### src/rtl/sipo_if.sv
// Serial-in / parallel-out handshake bundle for sipo_deserializer.
// slave is the deserializer side; master is the bit source / word sink side.
interface sipo_if #(
  parameter int W = 4
);
  localparam int CW = $clog2(W);

  logic          sin;
  logic          sin_valid;
  logic          sin_ready;
  logic          frame_clr;
  logic [W-1:0]  dout;
  logic          dout_valid;
  logic          dout_ready;
  logic [CW-1:0] bit_cnt;
  logic          frame_err;

  modport master (
    output sin, sin_valid, frame_clr, dout_ready,
    input  sin_ready, dout, dout_valid, bit_cnt, frame_err
  );

  modport slave (
    input  sin, sin_valid, frame_clr, dout_ready,
    output sin_ready, dout, dout_valid, bit_cnt, frame_err
  );
endinterface

### src/rtl/sipo_deserializer.sv
// Collects a serial bit stream into W-bit words and presents them on a
// valid/ready output, with input backpressure, resync and a sticky framing error.
//
// state   | meaning
// COLLECT | accepting bits into sr; completed words go straight to dout if free
// STALL   | a completed word waits in sr behind an unconsumed dout; sin blocked
module sipo_deserializer #(
  parameter int W         = 4,
  parameter bit MSB_FIRST = 1'b1
) (
  input  logic   clk,
  input  logic   reset,
  sipo_if.slave  bus
);
  localparam int CW = $clog2(W);

  typedef enum logic {COLLECT, STALL} state_t;

  state_t        state_q, state_n;
  logic [W-1:0]  sr_q, sr_n;
  logic [CW-1:0] cnt_q, cnt_n;
  logic [W-1:0]  dout_q, dout_n;
  logic          dv_q, dv_n;
  logic          err_q, err_n;
  logic [W-1:0]  shifted;
  logic          consume;

  assign bus.sin_ready  = (state_q == COLLECT);
  assign bus.dout       = dout_q;
  assign bus.dout_valid = dv_q;
  assign bus.bit_cnt    = cnt_q;
  assign bus.frame_err  = err_q;

  assign consume = dv_q && bus.dout_ready;

  always_comb begin
    if (MSB_FIRST) shifted = {sr_q[W-2:0], bus.sin};
    else           shifted = {bus.sin, sr_q[W-1:1]};
  end

  always_comb begin
    state_n = state_q;
    sr_n    = sr_q;
    cnt_n   = cnt_q;
    dout_n  = dout_q;
    dv_n    = dv_q;
    err_n   = err_q;

    // a plain consume frees dout; any load below re-asserts valid
    if (consume) dv_n = 1'b0;

    if (bus.frame_clr) begin
      sr_n    = '0;
      cnt_n   = '0;
      state_n = COLLECT;
      if (cnt_q != '0 || state_q == STALL) err_n = 1'b1;
    end else begin
      case (state_q)
        COLLECT: begin
          if (bus.sin_valid) begin
            sr_n = shifted;
            if (cnt_q == CW'(W - 1)) begin
              cnt_n = '0;
              if (!dv_q || bus.dout_ready) begin
                dout_n = shifted;
                dv_n   = 1'b1;
              end else begin
                state_n = STALL;
              end
            end else begin
              cnt_n = cnt_q + CW'(1);
            end
          end
        end
        STALL: begin
          if (consume) begin
            dout_n  = sr_q;
            dv_n    = 1'b1;
            sr_n    = '0;
            state_n = COLLECT;
          end
        end
        default: state_n = COLLECT;
      endcase
    end
  end

  always_ff @(posedge clk) begin
    if (!reset) begin
      state_q <= COLLECT;
      sr_q    <= '0;
      cnt_q   <= '0;
      dout_q  <= '0;
      dv_q    <= 1'b0;
      err_q   <= 1'b0;
    end else begin
      state_q <= state_n;
      sr_q    <= sr_n;
      cnt_q   <= cnt_n;
      dout_q  <= dout_n;
      dv_q    <= dv_n;
      err_q   <= err_n;
    end
  end
endmodule

### src/flat_wrapper.sv
// flat-port wrapper written by rule: the top's interface ports become plain ports
module sipo_deserializer_flat 
#(
  parameter int W         = 4,
  parameter bit MSB_FIRST = 1'b1
)
  (clk, reset, bus_sin, bus_sin_valid, bus_frame_clr, bus_dout_ready, bus_sin_ready, bus_dout, bus_dout_valid, bus_bit_cnt, bus_frame_err);
  sipo_if #(.W(W)) bus_i ();
  input  logic clk;
  input  logic reset;
  input wire logic [$bits(bus_i.sin)-1:0] bus_sin;
  input wire logic [$bits(bus_i.sin_valid)-1:0] bus_sin_valid;
  input wire logic [$bits(bus_i.frame_clr)-1:0] bus_frame_clr;
  input wire logic [$bits(bus_i.dout_ready)-1:0] bus_dout_ready;
  output wire logic [$bits(bus_i.sin_ready)-1:0] bus_sin_ready;
  output wire logic [$bits(bus_i.dout)-1:0] bus_dout;
  output wire logic [$bits(bus_i.dout_valid)-1:0] bus_dout_valid;
  output wire logic [$bits(bus_i.bit_cnt)-1:0] bus_bit_cnt;
  output wire logic [$bits(bus_i.frame_err)-1:0] bus_frame_err;
  assign bus_i.sin = bus_sin;
  assign bus_i.sin_valid = bus_sin_valid;
  assign bus_i.frame_clr = bus_frame_clr;
  assign bus_i.dout_ready = bus_dout_ready;
  assign bus_sin_ready = bus_i.sin_ready;
  assign bus_dout = bus_i.dout;
  assign bus_dout_valid = bus_i.dout_valid;
  assign bus_bit_cnt = bus_i.bit_cnt;
  assign bus_frame_err = bus_i.frame_err;
  sipo_deserializer #(.W(W), .MSB_FIRST(MSB_FIRST)) u_core (.clk(clk), .reset(reset), .bus(bus_i));
endmodule
### config.mk
export PLATFORM = sky130hd
export DESIGN_NAME = sipo_deserializer_flat
export DESIGN_NICKNAME = d
export VERILOG_FILES = /design/src/rtl/sipo_if.sv /design/src/rtl/sipo_deserializer.sv /design/src/flat_wrapper.sv
export SDC_FILE = /design/constraint.sdc
export NUM_CORES = 1
export LEC_CHECK = 0
export CAP_MARGIN = 30
export CELL_PAD_IN_SITES_DETAIL_PLACEMENT = 0
export CELL_PAD_IN_SITES_GLOBAL_PLACEMENT = 2
export CORE_MARGIN = 3
export CORE_UTILIZATION = 35
export DETAILED_ROUTE_END_ITERATION = 7
export DONT_BUFFER_PORTS = 1
export HOLD_SLACK_MARGIN = 0.02
export PLACE_DENSITY = 0.83
export SLEW_MARGIN = 40
export SYNTH_ARGS = -nofsm -noshare
export SYNTH_HDL_FRONTEND = slang
export SYNTH_SLANG_ARGS = --single-unit
### constraint.sdc
create_clock -name clk -period 2.1 [get_ports clk]
set_clock_uncertainty 0.1 [all_clocks]
set_input_delay 0.105 -clock clk [delete_from_list [all_inputs] [get_ports clk]]
set_output_delay 0.105 -clock clk [all_outputs]
set_load 0.05 [all_outputs]
==> results.ini <==
[clocking]
path_clk_slew_ns = 0.08
cts_buffer_depth = 2
clk_latency_ns = 0.27
cts_sinks = 13
cts_tree = built
htree_levels = 1
cts_resized = 0
cts-root-buf = clkbuf_4
cts_buffers = 3

[logic_synthesis]
yosysMostFrequentCell = dfxtp_1
yosys.area.top_type = dfxtp_1
synth_area_leaders = dfxtp_1 43%, mux2i_1 8.2%, nand2_1 6.2%
postSynthCellCount = 67
async_flop_share_pct = 0
synth_flop_cell = dfxtp_1
synth-seq-area-share_pct = 42.80
postSynthAreaPerCell_um2 = 9.076
synth.top_cell.area_share_pct = 42.80
synth.cell_area_um2 = 608.1
ys_ff_latch = 13
synth_commonest_cells = 13 x dfxtp_1, 10 x nand2_1, 6 x nand3_1, 5 x a21oi_1, 5 x mux2i_1
syn_nets = 75
synth_cell_type_count = 19
synth_enable_flop_cells = 0
yosys_warnings = 0

[grt]
grt_pass1_wl_um = 2111
grt_pass1_vias = 471
grt_use_total_pct = 13.96
grt.overflow.total = 0
grt_max_degree = 11
antenna_found_initial = 0

[die]
placementRows = 14
core_mm2 = 0.001577
die-area_mm2 = 0.002273
start_util_pct = 38.57
die_w_um = 47.68
die_h_um = 47.68
io_pins = 15

[worst_setup_path]
path_max_fanout = 10
r2r-end = u_core.state_q
reg2reg_from = u_core.state_q
worstSetupEndpointType = register
start_kind = register
r2r_setup_slack_ns = 0.20
crit_type = register to register
rr_worst_depth = 3
worst_ep_arrival_time_ns = 2.01
worst-endpoint-required_ns = 2.22

[finish]
layout.area.seq_um2 = 260.3
fin_util_pct = 45.24
drive_gt1_share_pct = 15.58
antenna_cells = 0
n_fill_cell = 160
syn_to_final_growth_pct = 17.28
nNetsFinal = 86
multi_input_area_um2 = 332.8

[min_path]
whs_path_depth = 2
hp-start = reset
holdCritPathClass = input port to register
hold-path-endpoint = u_core.sr_q[3]

[placed_design]
place_congestion = 0.7606
numPortBuffers = 0
place_hpwl_um = 963.4

[timing]
tns_ns = 0
worst_pin_slew_ns = 0.5764
rsz0062_at_grt = false
setup_viol = 0
drv_slew = 0
period_share_pct = 90.42
hold_violations = 0
layout_min_cycle_time_ns = 1.899
fmax_mhz = 526.6
timing.slew.headroom_pct = 61.53
holdWs_ns = 0.04510

[route]
wire_per_inst_um = 13.96
detail-route-antenna-nets = 0
totalWireLength_um = 1298
vias_per_cell = 5.355
vias = 498
dr.pass1.iters = 4
drt_iter0_markers = 5
drc_errors = 0

[pwr]
p_leak_uw = 0.0002930
powerDensity_mw_per_mm2 = 619.0
ir_worst_vdd_v = 0.0003783

[job]
cap_violations = 0

[run_status]
outcome = finished, final reports clean

what timing repair did:
action | CTS | global route
buffers inserted | 0 | 0
hold endpoints to repair | 8 | 0
hold buffers | 4 | 0
cell usage in the layout, fill, tap and decap left out, types with 3 or more instances in the layout:
cell type / netlist / layout
a21oi_1: 5 / 5
nor2_1: 3 / 3
nand2b_1: 3 / 3
nand2_1: 10 / 10
dlygate4sd3_1: 0 / 4
clkbuf_4: 0 / 3
buf_4: 0 / 3
or2_2: 4 / 4
mux2i_1: 5 / 5
dfxtp_1: 13 / 13
nand3_1: 6 / 6
o211ai_1: 4 / 4
inv_1: 3 / 3
power by group:
| group | total [uW] | leakage, uW | internal (uW) | switching [uW] |
|---|---|---|---|---|
| Sequential | 255 | 0.000105 | 249 | 5.31 |
| Combinational | 32.4 | 0.000173 | 13.6 | 18.9 |
| Clock | 154 | 0.0000150 | 73.5 | 81.0 |
| Total | 441 | 0.000293 | 336 | 105 |
worst max path at each step:
stage	start	to	cells after the start
2_1_floorplan	u_core.bus.bit_cnt[0]	u_core.bus.dout[0]	4
3_3_place_gp	u_core.state_q	u_core.bus.frame_err	3
3_5_place_dp	u_core.state_q	u_core.bus.frame_err	3
4_1_cts	u_core.state_q	u_core.state_q	3
5_1_grt	u_core.state_q	u_core.state_q	3
6_report	u_core.state_q	u_core.state_q	3
critical path, stage by stage (launching register included):
cell	delay, ns
dfxtp_1	0.46
inv_1	0.33
a221oi_1	0.37
dlygate4sd3_1	0.59
per-stage QoR:
step | setup WS [ns] | power [uW] | std cells | cell area, um2
6_report | 0.2011 | 441.4 | 93 | 713.2
5_1_grt | 0.1290 | 468.8 | 93 | 713.2
4_1_cts | 0.2421 | 450.4 | 93 | 713.2
3_5_place_dp | 0.6759 | 285.9 | 85 | 646.9
3_3_place_gp | 0.7238 | 285.7 | 85 | 646.9
2_1_floorplan | 0.4862 | 281.9 | 67 | 608.1
kinds of logic (layout without fill, tap and decap cells):
group,Yosys count,after routing,share of synthesized area [%]
AND/OR/NAND/NOR,29,29,25.52
flip-flops,13,13,42.80
AO/OA/AOI/OAI,14,14,16.87
buffers and inverters,4,14,2.468
adder cells (fa/ha/maj),2,2,4.115
multiplexers,5,5,8.231
flip-flops by register name, summed over array words and instances, names as in the netlist:
name	count
u_core.state_q	1
u_core.bus.dout_valid	1
u_core.sr_q	4
u_core.bus.dout	4
u_core.bus.frame_err	1
u_core.bus.bit_cnt	2
per-layer routing:
metal,GRT usage [%],vias up,share of wire [%]
met1,16.78,233,49
met5,0,-,0
li1,-,254,-
met4,4.839,0,1.0
met2,21.11,9,44
met3,7.519,2,5.4
layout make-up:
cell class	count	share of cell area, %
well taps	16	2.807
inverters	3	1.579
multi-input cells	50	46.67
repair buffers	7	8.772
flip-flops and latches	13	36.49
clock buffers	4	3.684
No activity file was read; power rests on OpenSTA's default activity.
